## config.mk

```make
export PLATFORM = sky130hd
export DESIGN_NAME = key_array_debounce
export DESIGN_NICKNAME = d
export VERILOG_FILES = /design/src/rtl/key_array_debounce.sv
export SDC_FILE = /design/constraint.sdc
export NUM_CORES = 1
export LEC_CHECK = 0
export CORE_ASPECT_RATIO = 0.8
export CORE_MARGIN = 1
export CORE_UTILIZATION = 45
export DETAILED_ROUTE_END_ITERATION = 7
export SYNTH_ARGS = -nofsm -noshare
export SYNTH_HDL_FRONTEND = slang
export SYNTH_SLANG_ARGS = --single-unit
```

## constraint.sdc

```tcl
create_clock -name sys_clk -period 2.2 [get_ports sys_clk]
set_input_delay 0.55 -clock sys_clk [delete_from_list [all_inputs] [get_ports sys_clk]]
set_output_delay 0.55 -clock sys_clk [all_outputs]
set_load 0.02 [all_outputs]
```

## src/rtl/key_array_debounce.sv

```systemverilog
// key_array_debounce: N-channel key front end (sync, symmetric debounce, press/release/long pulses).
// Optional auto-repeat is compiled in when the KEY_REPEAT_EN macro is defined.
module key_array_debounce #(
   parameter int NUM_KEYS     = 4,
   parameter int ACTIVE_LOW   = 1,
   parameter int DEBOUNCE_CNT = 540000,
   parameter int LONG_CNT     = 27000000,
   parameter int REPEAT_CNT   = 5400000
) (
   input  logic                sys_clk,
   input  logic                rst_in,
   input  logic [NUM_KEYS-1:0] key_raw,
   output logic [NUM_KEYS-1:0] key_state,
   output logic [NUM_KEYS-1:0] key_press,
   output logic [NUM_KEYS-1:0] key_release,
   output logic [NUM_KEYS-1:0] key_long,
   output logic [NUM_KEYS-1:0] key_repeat,
   output logic                key_any_press
);

   localparam logic            REL_LVL   = (ACTIVE_LOW != 0);
   localparam int              DW        = $clog2(DEBOUNCE_CNT);
   localparam int              HW        = $clog2(LONG_CNT + 1);
   localparam logic [DW-1:0]   DEB_LAST  = DW'(DEBOUNCE_CNT - 1);
   localparam logic [HW-1:0]   HOLD_LAST = HW'(LONG_CNT - 1);
   localparam logic [HW-1:0]   HOLD_MAX  = HW'(LONG_CNT);

   if (NUM_KEYS < 1 || NUM_KEYS > 16 || DEBOUNCE_CNT < 2 || LONG_CNT < 2 || REPEAT_CNT < 1)
   begin : g_param_check
      $error("key_array_debounce: parameter out of range");
   end

   logic [NUM_KEYS-1:0] sync1;
   logic [NUM_KEYS-1:0] sync2;
   logic [NUM_KEYS-1:0] lvl;
   logic [NUM_KEYS-1:0] press_nxt;

   // Sync flops reset to the released level so leaving reset never looks like an edge.
   always_ff @(posedge sys_clk or negedge rst_in) begin
      if (!rst_in) begin
         sync1 <= {NUM_KEYS{REL_LVL}};
         sync2 <= {NUM_KEYS{REL_LVL}};
      end else begin
         sync1 <= key_raw;
         sync2 <= sync1;
      end
   end

   assign lvl = sync2 ^ {NUM_KEYS{REL_LVL}};

   for (genvar i = 0; i < NUM_KEYS; i++) begin : g_key
      logic [DW-1:0] deb_cnt;
      logic [HW-1:0] hold_cnt;
      logic          state_q;
      logic          press_q;
      logic          release_q;
      logic          long_q;
      logic          differ;
      logic          accept;
      logic          releasing;
      logic          long_fire;

      assign differ       = lvl[i] ^ state_q;
      assign accept       = differ && (deb_cnt == DEB_LAST);
      assign releasing    = accept && !lvl[i];
      assign press_nxt[i] = accept && lvl[i];
      // A long press landing on the release edge is dropped: no pulse beside a released level.
      assign long_fire    = state_q && !releasing && (hold_cnt == HOLD_LAST);

      always_ff @(posedge sys_clk or negedge rst_in) begin
         if (!rst_in) begin
            deb_cnt   <= '0;
            hold_cnt  <= '0;
            state_q   <= 1'b0;
            press_q   <= 1'b0;
            release_q <= 1'b0;
            long_q    <= 1'b0;
         end else begin
            if (!differ) begin
               deb_cnt <= '0;
            end else if (accept) begin
               deb_cnt <= '0;
               state_q <= lvl[i];
            end else begin
               deb_cnt <= deb_cnt + 1'b1;
            end

            press_q   <= press_nxt[i];
            release_q <= releasing;
            long_q    <= long_fire;

            if (!state_q) begin
               hold_cnt <= '0;
            end else if (hold_cnt != HOLD_MAX) begin
               hold_cnt <= hold_cnt + 1'b1;
            end
         end
      end

      assign key_state[i]   = state_q;
      assign key_press[i]   = press_q;
      assign key_release[i] = release_q;
      assign key_long[i]    = long_q;

`ifdef KEY_REPEAT_EN
      localparam int            RW       = (REPEAT_CNT > 1) ? $clog2(REPEAT_CNT) : 1;
      localparam logic [RW-1:0] REP_LAST = RW'(REPEAT_CNT - 1);

      logic [RW-1:0] rep_cnt;
      logic          rep_q;

      // Repeat phase starts at the long-press cycle; hold_cnt saturated marks "past long press".
      always_ff @(posedge sys_clk or negedge rst_in) begin
         if (!rst_in) begin
            rep_cnt <= '0;
            rep_q   <= 1'b0;
         end else begin
            rep_q <= 1'b0;
            if (!state_q || releasing || long_fire) begin
               rep_cnt <= '0;
            end else if (hold_cnt == HOLD_MAX) begin
               if (rep_cnt == REP_LAST) begin
                  rep_cnt <= '0;
                  rep_q   <= 1'b1;
               end else begin
                  rep_cnt <= rep_cnt + 1'b1;
               end
            end
         end
      end

      assign key_repeat[i] = rep_q;
`else
      assign key_repeat[i] = 1'b0;
`endif
   end

   always_ff @(posedge sys_clk or negedge rst_in) begin
      if (!rst_in) begin
         key_any_press <= 1'b0;
      end else begin
         key_any_press <= |press_nxt;
      end
   end

endmodule

```

==> results of run 1 <==
==> final cells by class <==
| type | instances | share of cell area, % |
|---|---|---|
| inverters | 29 | 0.949 |
| repair buffers | 50 | 4.14 |
| flip-flops and latches | 205 | 44.8 |
| well taps | 300 | 3.27 |
| clock inverters | 3 | 0.371 |
| multi-input cells | 752 | 40.6 |
| clock buffers | 36 | 5.88 |
==> layer usage <==
layer | share of wire, % | vias to the layer above | track usage [%]
met5 | 0 | - | 0
met4 | 1.7 | 0 | 4.05
met3 | 2.7 | 23 | 2.42
met2 | 43 | 74 | 25.9
met1 | 53 | 3290 | 26.1
li1 | - | 3540 | -
==> where the power goes <==
part | internal, W | total [W] | switching (W)
registers | 0.00380 | 0.00383 | 0.0000250
clock network | 0.00220 | 0.00362 | 0.00142
logic | 0.0000506 | 0.000172 | 0.000121
total | 0.00606 | 0.00762 | 0.00157
==> layout by cell type, fill, tap and decap left out, types with 23 or more instances in the layout <==
| cell type | n |
|---|---|
| nand2_1 | 80 |
| xor2_1 | 68 |
| and3_1 | 28 |
| buf_4 | 24 |
| nand3_1 | 57 |
| dfrtp_1 | 196 |
| nand4_1 | 40 |
| and2_1 | 49 |
| nor2_1 | 146 |
| clkbuf_16 | 23 |
| inv_1 | 29 |
| xnor2_1 | 89 |
| nor4_1 | 25 |
| nor3_1 | 38 |
==> timing repair <==
action                                  CTS  global route
buffers inserted                          0             0
endpoints found under the setup margin    1             0
hold buffers                              1             0
resized for setup                         1             0
hold endpoints to repair                 45             0
==> worst register-to-register path: cells and delay by family, from the launching register on <==
| kind | cells | cell delay [ps] |
|---|---|---|
| muxes | 1 | 230 |
| DFF | 1 | 420 |
| and+or+nand+nor | 3 | 920 |
| adders and majority gates | 1 | 150 |
| buffers and inverters | 1 | 110 |
==> per-stage QoR <==
step           instance area, um2  hold slack [ps]
5_1_grt                     11500              356
6_report                    11500              355
3_3_place_gp                10700              346
3_5_place_dp                10700              347
4_1_cts                     11500              355
2_1_floorplan               10200              254
==> flip-flops by register name (all words and copies together), names as in the netlist <==
name,flops
sync1,4
key_any_press,1
g_key.long_q,4
g_key.state_q,4
g_key.deb_cnt,80
g_key.release_q,4
g_key.press_q,4
sync2,4
g_key.hold_cnt,100
==> path summary, 6_finish.rpt <==
| path | startpoint | to | slack (ps) | depth (start not counted) |
|---|---|---|---|---|
| max | g_key[0].state_q | key_state[0] | 80 | 1 |
| min | sync1[1] | sync2[1] | 350 | 0 |
| max reg2reg | g_key[1].hold_cnt[0] | g_key[1].hold_cnt[0] | 290 | 6 |
| min reg2reg | sync1[1] | sync2[1] | 350 | 0 |
| max in group asynchronous | rst_in | sync1[0] | 940 | 3 |
| min in group asynchronous | rst_in | g_key[2].hold_cnt[3] | 580 | 2 |
==> synthesized netlist by cell type (2+ instances only) <==
| master | number | share of area (%) |
|---|---|---|
| dfstp_2 | 8 | 2.1 |
| o211ai_1 | 2 | 0.15 |
| nand3b_1 | 4 | 0.30 |
| inv_1 | 29 | 1.1 |
| nor2_1 | 146 | 5.4 |
| nor2b_1 | 10 | 0.62 |
| nor4bb_1 | 3 | 0.30 |
| and4_1 | 19 | 1.6 |
| nand4_1 | 40 | 2.5 |
| clkbuf_1 | 13 | 0.48 |
| xnor2_1 | 89 | 7.7 |
| buf_4 | 20 | 1.5 |
| o31ai_1 | 4 | 0.30 |
| nor3_2 | 3 | 0.30 |
| o21ai_0 | 9 | 0.44 |
| nand2b_1 | 5 | 0.31 |
| xor2_1 | 68 | 5.9 |
| a21boi_0 | 4 | 0.30 |
| nand2_1 | 80 | 3.0 |
| nor4_1 | 25 | 1.5 |
| nor4b_1 | 10 | 0.86 |
| nand3_1 | 57 | 2.8 |
| ha_1 | 12 | 1.5 |
| or3_1 | 10 | 0.62 |
| nand3_2 | 2 | 0.20 |
| mux2i_1 | 6 | 0.59 |
| or2_2 | 3 | 0.18 |
| dfrtp_1 | 197 | 49 |
| buf_2 | 11 | 0.54 |
| or4_1 | 5 | 0.37 |
| a21oi_1 | 4 | 0.20 |
| nor3_1 | 38 | 1.9 |
| and3_1 | 28 | 1.7 |
| and2_1 | 49 | 3.0 |
==> logic make-up (layout without fill, tap and decap cells) <==
group                    Yosys count  after routing
flip-flops                       205            205
buffers and inverters             74            118
adder cells (fa/ha/maj)           12             12
AO/OA/AOI/OAI                     27             27
multiplexers                       6              6
AND/OR/NAND/NOR                  546            546
other                              1              4
XOR/XNOR                         157            157
==> impl_metrics.json, run 1 <==
{
  "setup_slack_ps": 84.0,
  "status": "finished, final reports clean",
  "die_w_um": 170,
  "vias_per_cell": 5.04,
  "finalHoldViolations": 0,
  "clock_tree.root_cell": "clkbuf_16",
  "hpwl_mm": 12.5,
  "rows": 48,
  "timing.setup.tns_ps": 0,
  "finalMaxSlewViolations": 0,
  "synth_seq_cells": 205,
  "clk_pin_slew_ps": 60,
  "synth_top_family_by_area": "simple AND/OR/NAND/NOR gates",
  "final_cells": 1375,
  "cts_tree": "yes",
  "cp_top_family": "buffers and inverters",
  "crit_buf_inv": 1,
  "seqCellArea_um2": 5140,
  "crit_fanout": 8,
  "synth_edf_count": 0,
  "dp.cells": 1335,
  "synth_compound_area_share_pct": 1.70,
  "diodes": 0,
  "synthMuxAreaShare_pct": 0.591,
  "final_nets": 1079,
  "critical_path_class": "flop to primary output",
  "fp.coreArea_um2": 21900,
  "synth-async-reset-ratio_pct": 100,
  "fmax_ghz": 0.473,
  "synth_ff_type": "dfrtp_1",
  "leakage_nw": 4.74,
  "firstDrtPassIters": 4,
  "cp_slowest_cell": "clkdlybuf4s50_1",
  "cts_max_level": 1,
  "fp.dieH_um": 136,
  "area_growth_pct": 13.0,
  "dieArea_um2": 23200,
  "drt_iter0_markers": 383,
  "pin_count": 27,
  "syn-cell-area_um2": 10200,
  "required_ps": 1650,
  "rsz0062_at_grt": "false",
  "synthAdderAreaFrac_pct": 1.48,
  "synthCells": 1028,
  "ys_types": 49,
  "fill_cells": 2014,
  "grt_max_degree": 54,
  "clock_sinks": 205,
  "period_share_pct": 96.2,
  "drv_cap": 0,
  "hold_path.class": "flop to flop",
  "cp-start-kind": "flop",
  "antenna_found_initial": 0,
  "cts_buffer_depth": 3,
  "ys_seq_area_share_pct": 50.6,
  "grt_pass1_wl_mm": 33.1,
  "multi_input_area_um2": 4660,
  "setup_viol": 0,
  "grt_overflow_total": 0,
  "yosysWarnings": 0,
  "final_util_pct": 52.5,
  "grt_usage_pct": 17.2,
  "ant_nets": 0,
  "synth_simple_gate_area_share_pct": 28.4,
  "crit_path_end_kind": "primary output",
  "drive_gt1_share_pct": 7.53,
  "min_period_ps": 2120,
  "routed_wl_mm": 18.4,
  "total_power_w": 0.00762,
  "synth_xor_area_share_pct": 13.5,
  "insertion_delay_ps": 500,
  "worst_pin_slew_ps": 545,
  "path_cells": "clkdlybuf4s50_1",
  "avgSynthCellArea_um2": 9.88,
  "start_util_pct": 46.5,
  "p_per_area_nw_per_um2": 664,
  "grt_pass1_vias": 6746,
  "place_ws_ps": 288,
  "drc": 0,
  "numCtsBuffers": 23,
  "gp_congestion": 0.779,
  "clock_skew_ps": 10.1,
  "vias": 6927,
  "io_buffer_count": 22,
  "critPathArrivalTime_ps": 1570,
  "irDropWorstVdd_mv": 0.434,
  "cpPeakStageDelay_ps": 630,
  "wl_per_cell_um": 13.4,
  "slew_headroom_pct": 63.4
}
(Power assumes the default switching activity.)
==> run 2: changes to the inputs <==
- HOLD_SLACK_MARGIN: not set -> 0.03
- MAX_ROUTING_LAYER: not set -> met4
==> run 2 against run 1 <==
Compared with the run above: via count rose by 0.12%; sequential share of layout area is the same; routed wire length barely moved; final area unchanged; non-clock buffer count did not move; largest cell class unchanged; critical path type unchanged; clock power about the same; total power barely moved; clock-buffer cell count is the same; sequential cell count is the same; first-iteration DRC count shrank 3.9%.
==> impl_metrics.json, run 2 (same netlist as run 1, synthesis figures left out) <==
{
  "status": "finished, final reports clean",
  "hold_path.class": "flop to flop",
  "post_cts_buffers": 0,
  "critical_path_class": "flop to primary output",
  "rrSetupSlack_ps": 300,
  "finalHoldViolations": 0,
  "min_period_ps": 2120,
  "grt_usage_pct": 17.7,
  "firstDrtPassIters": 4,
  "p_per_area_nw_per_um2": 664,
  "cp_slowest_cell": "clkdlybuf4s50_1",
  "clock_skew_ps": 9.89,
  "clock_tree.root_cell": "clkbuf_16",
  "fp.dieH_um": 136,
  "final_cell_mix": "196 x dfrtp_1, 146 x nor2_1, 89 x xnor2_1",
  "slew_headroom_pct": 63.1,
  "crit_path_end_kind": "primary output",
  "clock_sinks": 205,
  "grt_pass1_vias": 6747,
  "area_growth_pct": 13.0,
  "drc": 0,
  "grt_overflow_total": 0,
  "die_w_um": 170,
  "final_util_pct": 52.5,
  "reg.largest.list": "g_key.hold_cnt: 100 flops, g_key.deb_cnt: 80 flops",
  "fp.coreArea_um2": 21900,
  "crit_fanout": 8,
  "numCtsBuffers": 23,
  "cts_buffer_depth": 3,
  "finalMaxSlewViolations": 0,
  "cpPeakStageDelay_ps": 630,
  "grt_pass1_wl_mm": 33.1,
  "drt_iter0_markers": 368,
  "leakage_nw": 4.74,
  "critPathArrivalTime_ps": 1570,
  "fmax_ghz": 0.473,
  "timing.setup.tns_ps": 0,
  "gp_congestion": 0.789,
  "antenna_found_initial": 0,
  "crit_buf_inv": 1,
  "final_nets": 1079,
  "cp-start-kind": "flop",
  "cts_max_level": 1,
  "diodes": 0,
  "largest_register_ffs": 100,
  "rows": 48,
  "path_cells": "clkdlybuf4s50_1",
  "layout_commonest_cell": "dfrtp_1",
  "grt_max_degree": 54,
  "irDropWorstVdd_mv": 0.434,
  "required_ps": 1650,
  "drv_cap": 0,
  "cts_tree": "yes",
  "drive_gt1_share_pct": 7.53,
  "wl_per_cell_um": 13.4,
  "setup_viol": 0,
  "hpwl_mm": 12.5,
  "start_util_pct": 46.5,
  "worst_pin_slew_ps": 550,
  "pin_count": 27,
  "rsz0062_at_grt": "false",
  "io_buffer_count": 22,
  "dieArea_um2": 23200,
  "regMostFlops": "g_key.hold_cnt",
  "vias_per_cell": 5.04,
  "period_share_pct": 96.2,
  "clk_pin_slew_ps": 60,
  "routed_wl_mm": 18.4,
  "vias": 6935,
  "insertion_delay_ps": 500,
  "cp_top_family": "buffers and inverters",
  "ant_nets": 0
}
run 2: cell counts in the layout (fill, tap and decap cells not counted):
No cell type changed its count.
run 2: what timing repair did:
item / 4_1_cts / 5_1_grt
resized for setup: 1 / 0
hold endpoints to repair: 45 / 0
setup endpoints to repair: 1 / 0
hold buffers: 1 / 0
run 2: where the power goes:
group	switching, W	internal (W)	total [W]
clock	0.00142	0.00220	0.00362
combinational	0.000121	0.0000507	0.000172
sequential	0.0000249	0.00380	0.00383
run 2: worst paths after layout:
path,startpoint,cells past startpoint,endpoint
min reg2reg,sync1[1],0,sync2[1]
min in group asynchronous,rst_in,2,g_key[2].hold_cnt[3]
max in group asynchronous,rst_in,3,sync1[0]
max reg2reg,g_key[1].hold_cnt[0],6,g_key[1].hold_cnt[0]
min,sync1[1],0,sync2[1]
max,g_key[0].state_q,1,key_state[0]
run 2: cell type report:
cell class | instances | area, um2
Fill cell | 2014 | 10400
Sequential cell | 205 | 5140
Multi-Input combinational cell | 752 | 4660
Clock buffer | 36 | 674
Timing Repair Buffer | 50 | 475
Tap cell | 300 | 375
Inverter | 29 | 109
Clock inverter | 3 | 42.5
run 2: per-layer routing:
| layer | wire length (um) | vias to the layer above | share of wire (%) | GRT usage (%) |
|---|---|---|---|---|
| li1 | - | 3540 | - | - |
| met1 | 9760 | 3300 | 53 | 26.0 |
| met2 | 7850 | 70 | 43 | 25.9 |
| met3 | 484 | 25 | 2.6 | 2.42 |
| met4 | 334 | 0 | 1.8 | 4.05 |
| met5 | 0 | - | 0 | - |
run 2: metrics by stage:
step	setup WS [ps]	std cells	cell area (um2)	hold slack (ps)	power, W
6_report	83.6	1375	11500	355	0.00762
3_5_place_dp	288	1335	10700	347	0.00407
5_1_grt	14.1	1375	11500	356	0.00791
3_3_place_gp	304	1335	10700	346	0.00407
4_1_cts	40.4	1375	11500	355	0.00775
2_1_floorplan	409	1031	10200	254	0.00395
==> run 3: changes to the inputs <==
- CORE_UTILIZATION: 45 -> 37
==> run 3 against run 2 <==
Compared with the run above: total power rose by 7.4%; die area grew 21%; largest power group is now the clock network; largest cell class unchanged; sequential power about the same; sequential cell count unchanged; critical endpoint unchanged; final cell count increased by 4.3%; hold slack got worse by 0.85 ps.
==> impl_metrics.json, run 3 (same netlist as run 1, synthesis figures left out) <==
{
  "status": "finished, final reports clean",
  "cts_tree": "yes",
  "cp_top_family": "buffers and inverters",
  "grt_pass1_vias": 6789,
  "wl_per_cell_um": 13.2,
  "fp.coreArea_um2": 26600,
  "regMostFlops": "g_key.hold_cnt",
  "crit_fanout": 4,
  "holdWs_ps": 354,
  "timing.rr.start": "g_key[3].hold_cnt[0]",
  "drc": 0,
  "numCtsBuffers": 24,
  "cp_slowest_cell": "clkdlybuf4s50_1",
  "grt_max_degree": 59,
  "dieArea_um2": 28100,
  "grt_pass1_wl_mm": 33.3,
  "ant_nets": 0,
  "die_w_um": 187,
  "worst_pin_slew_ps": 521,
  "drt_iter0_markers": 396,
  "path_cells": "clkdlybuf4s50_1",
  "drv_cap": 0,
  "p_per_area_nw_per_um2": 702,
  "final_cell_mix": "197 x dfrtp_1, 146 x nor2_1, 89 x xnor2_1",
  "cts_max_level": 1,
  "rsz0062_at_grt": "false",
  "gp_congestion": 0.782,
  "period_share_pct": 97.6,
  "cp-start-kind": "flop",
  "critPathArrivalTime_ps": 1600,
  "pin_count": 27,
  "clock_tree.root_cell": "clkbuf_16",
  "antenna_found_initial": 0,
  "diodes": 0,
  "firstDrtPassIters": 6,
  "min_period_ps": 2150,
  "setup_slack_ps": 52.4,
  "leakage_nw": 4.81,
  "vias": 6963,
  "startpoint": "g_key[0].state_q",
  "clk_pin_slew_ps": 60,
  "fp.dieH_um": 150,
  "cpPeakStageDelay_ps": 640,
  "place_ws_ps": 321,
  "irDropWorstVdd_mv": 0.470,
  "clock_skew_ps": 15.5,
  "reg.largest.list": "g_key.hold_cnt: 100 flops, g_key.deb_cnt: 80 flops",
  "grt_usage_pct": 14.5,
  "crit_buf_inv": 1,
  "vias_per_cell": 4.86,
  "grt_overflow_total": 0,
  "largest_register_ffs": 100,
  "drive_gt1_share_pct": 7.99,
  "required_ps": 1650,
  "start_util_pct": 38.2,
  "io_buffer_count": 22,
  "cts_buffer_depth": 3,
  "hpwl_mm": 12.6,
  "finalHoldViolations": 0,
  "setup_viol": 0,
  "rows": 53,
  "post_cts_buffers": 0,
  "final_nets": 1077,
  "critical_path_class": "flop to primary output",
  "worstHoldStart": "sync1[3]",
  "hold_path.class": "flop to flop",
  "timing.setup.tns_ps": 0,
  "routed_wl_mm": 18.9,
  "layout_commonest_cell": "dfrtp_1",
  "crit_path_end_kind": "primary output",
  "insertion_delay_ps": 520,
  "clock_sinks": 205,
  "area_growth_pct": 14.8,
  "finalMaxSlewViolations": 0,
  "fmax_ghz": 0.466,
  "slew_headroom_pct": 65.0,
  "total_power_w": 0.00819
}
[run 3: cell type report]
| type | instances | area (um2) |
|---|---|---|
| Fill cell | 2538 | 14900 |
| Sequential cell | 205 | 5140 |
| Multi-Input combinational cell | 752 | 4660 |
| Clock buffer | 33 | 684 |
| Timing Repair Buffer | 47 | 452 |
| Tap cell | 357 | 447 |
| Clock inverter | 11 | 166 |
| Inverter | 29 | 109 |
[run 3: power breakdown]
group	leakage [nW]	total, W	internal, W	switching, W
Clock	0.423	0.00419	0.00264	0.00155
Combinational	1.56	0.000170	0.0000474	0.000122
Sequential	2.83	0.00383	0.00380	0.0000239
Total	4.81	0.00819	0.00649	0.00169
[run 3: path summary, 6_finish.rpt]
kind / endpoint / slack (ps) / depth (start not counted)
min: sync2[3] / 350 / 0
max: key_state[0] / 50 / 1
max in group asynchronous: sync2[1] / 930 / 3
min reg2reg: sync2[3] / 350 / 0
max reg2reg: g_key[3].hold_cnt[24] / 260 / 6
min in group asynchronous: g_key[0].hold_cnt[17] / 570 / 2
[run 3: what timing repair did]
item	in CTS	in global routing
resized for setup	1	0
endpoints found under the setup margin	1	0
hold buffers	1	0
endpoints found under the hold margin	53	0
[run 3: metrics by stage]
| step | cells | utilization (%) | area, um2 |
|---|---|---|---|
| after CTS | 1434 | 43.8 | 11700 |
| final | 1434 | 43.8 | 11700 |
| after floorplan | 1031 | - | 10200 |
| after global routing | 1434 | 43.8 | 11700 |
| after detailed placement | 1389 | 40.6 | 10800 |
| after global placement | 1389 | 40.6 | 10800 |
[run 3: metal layers]
layer | track usage, % | wire [um]
met3 | 2.45 | 545
met1 | 21.2 | 10000
met4 | 3.48 | 316
met5 | - | 0
met2 | 20.9 | 7970
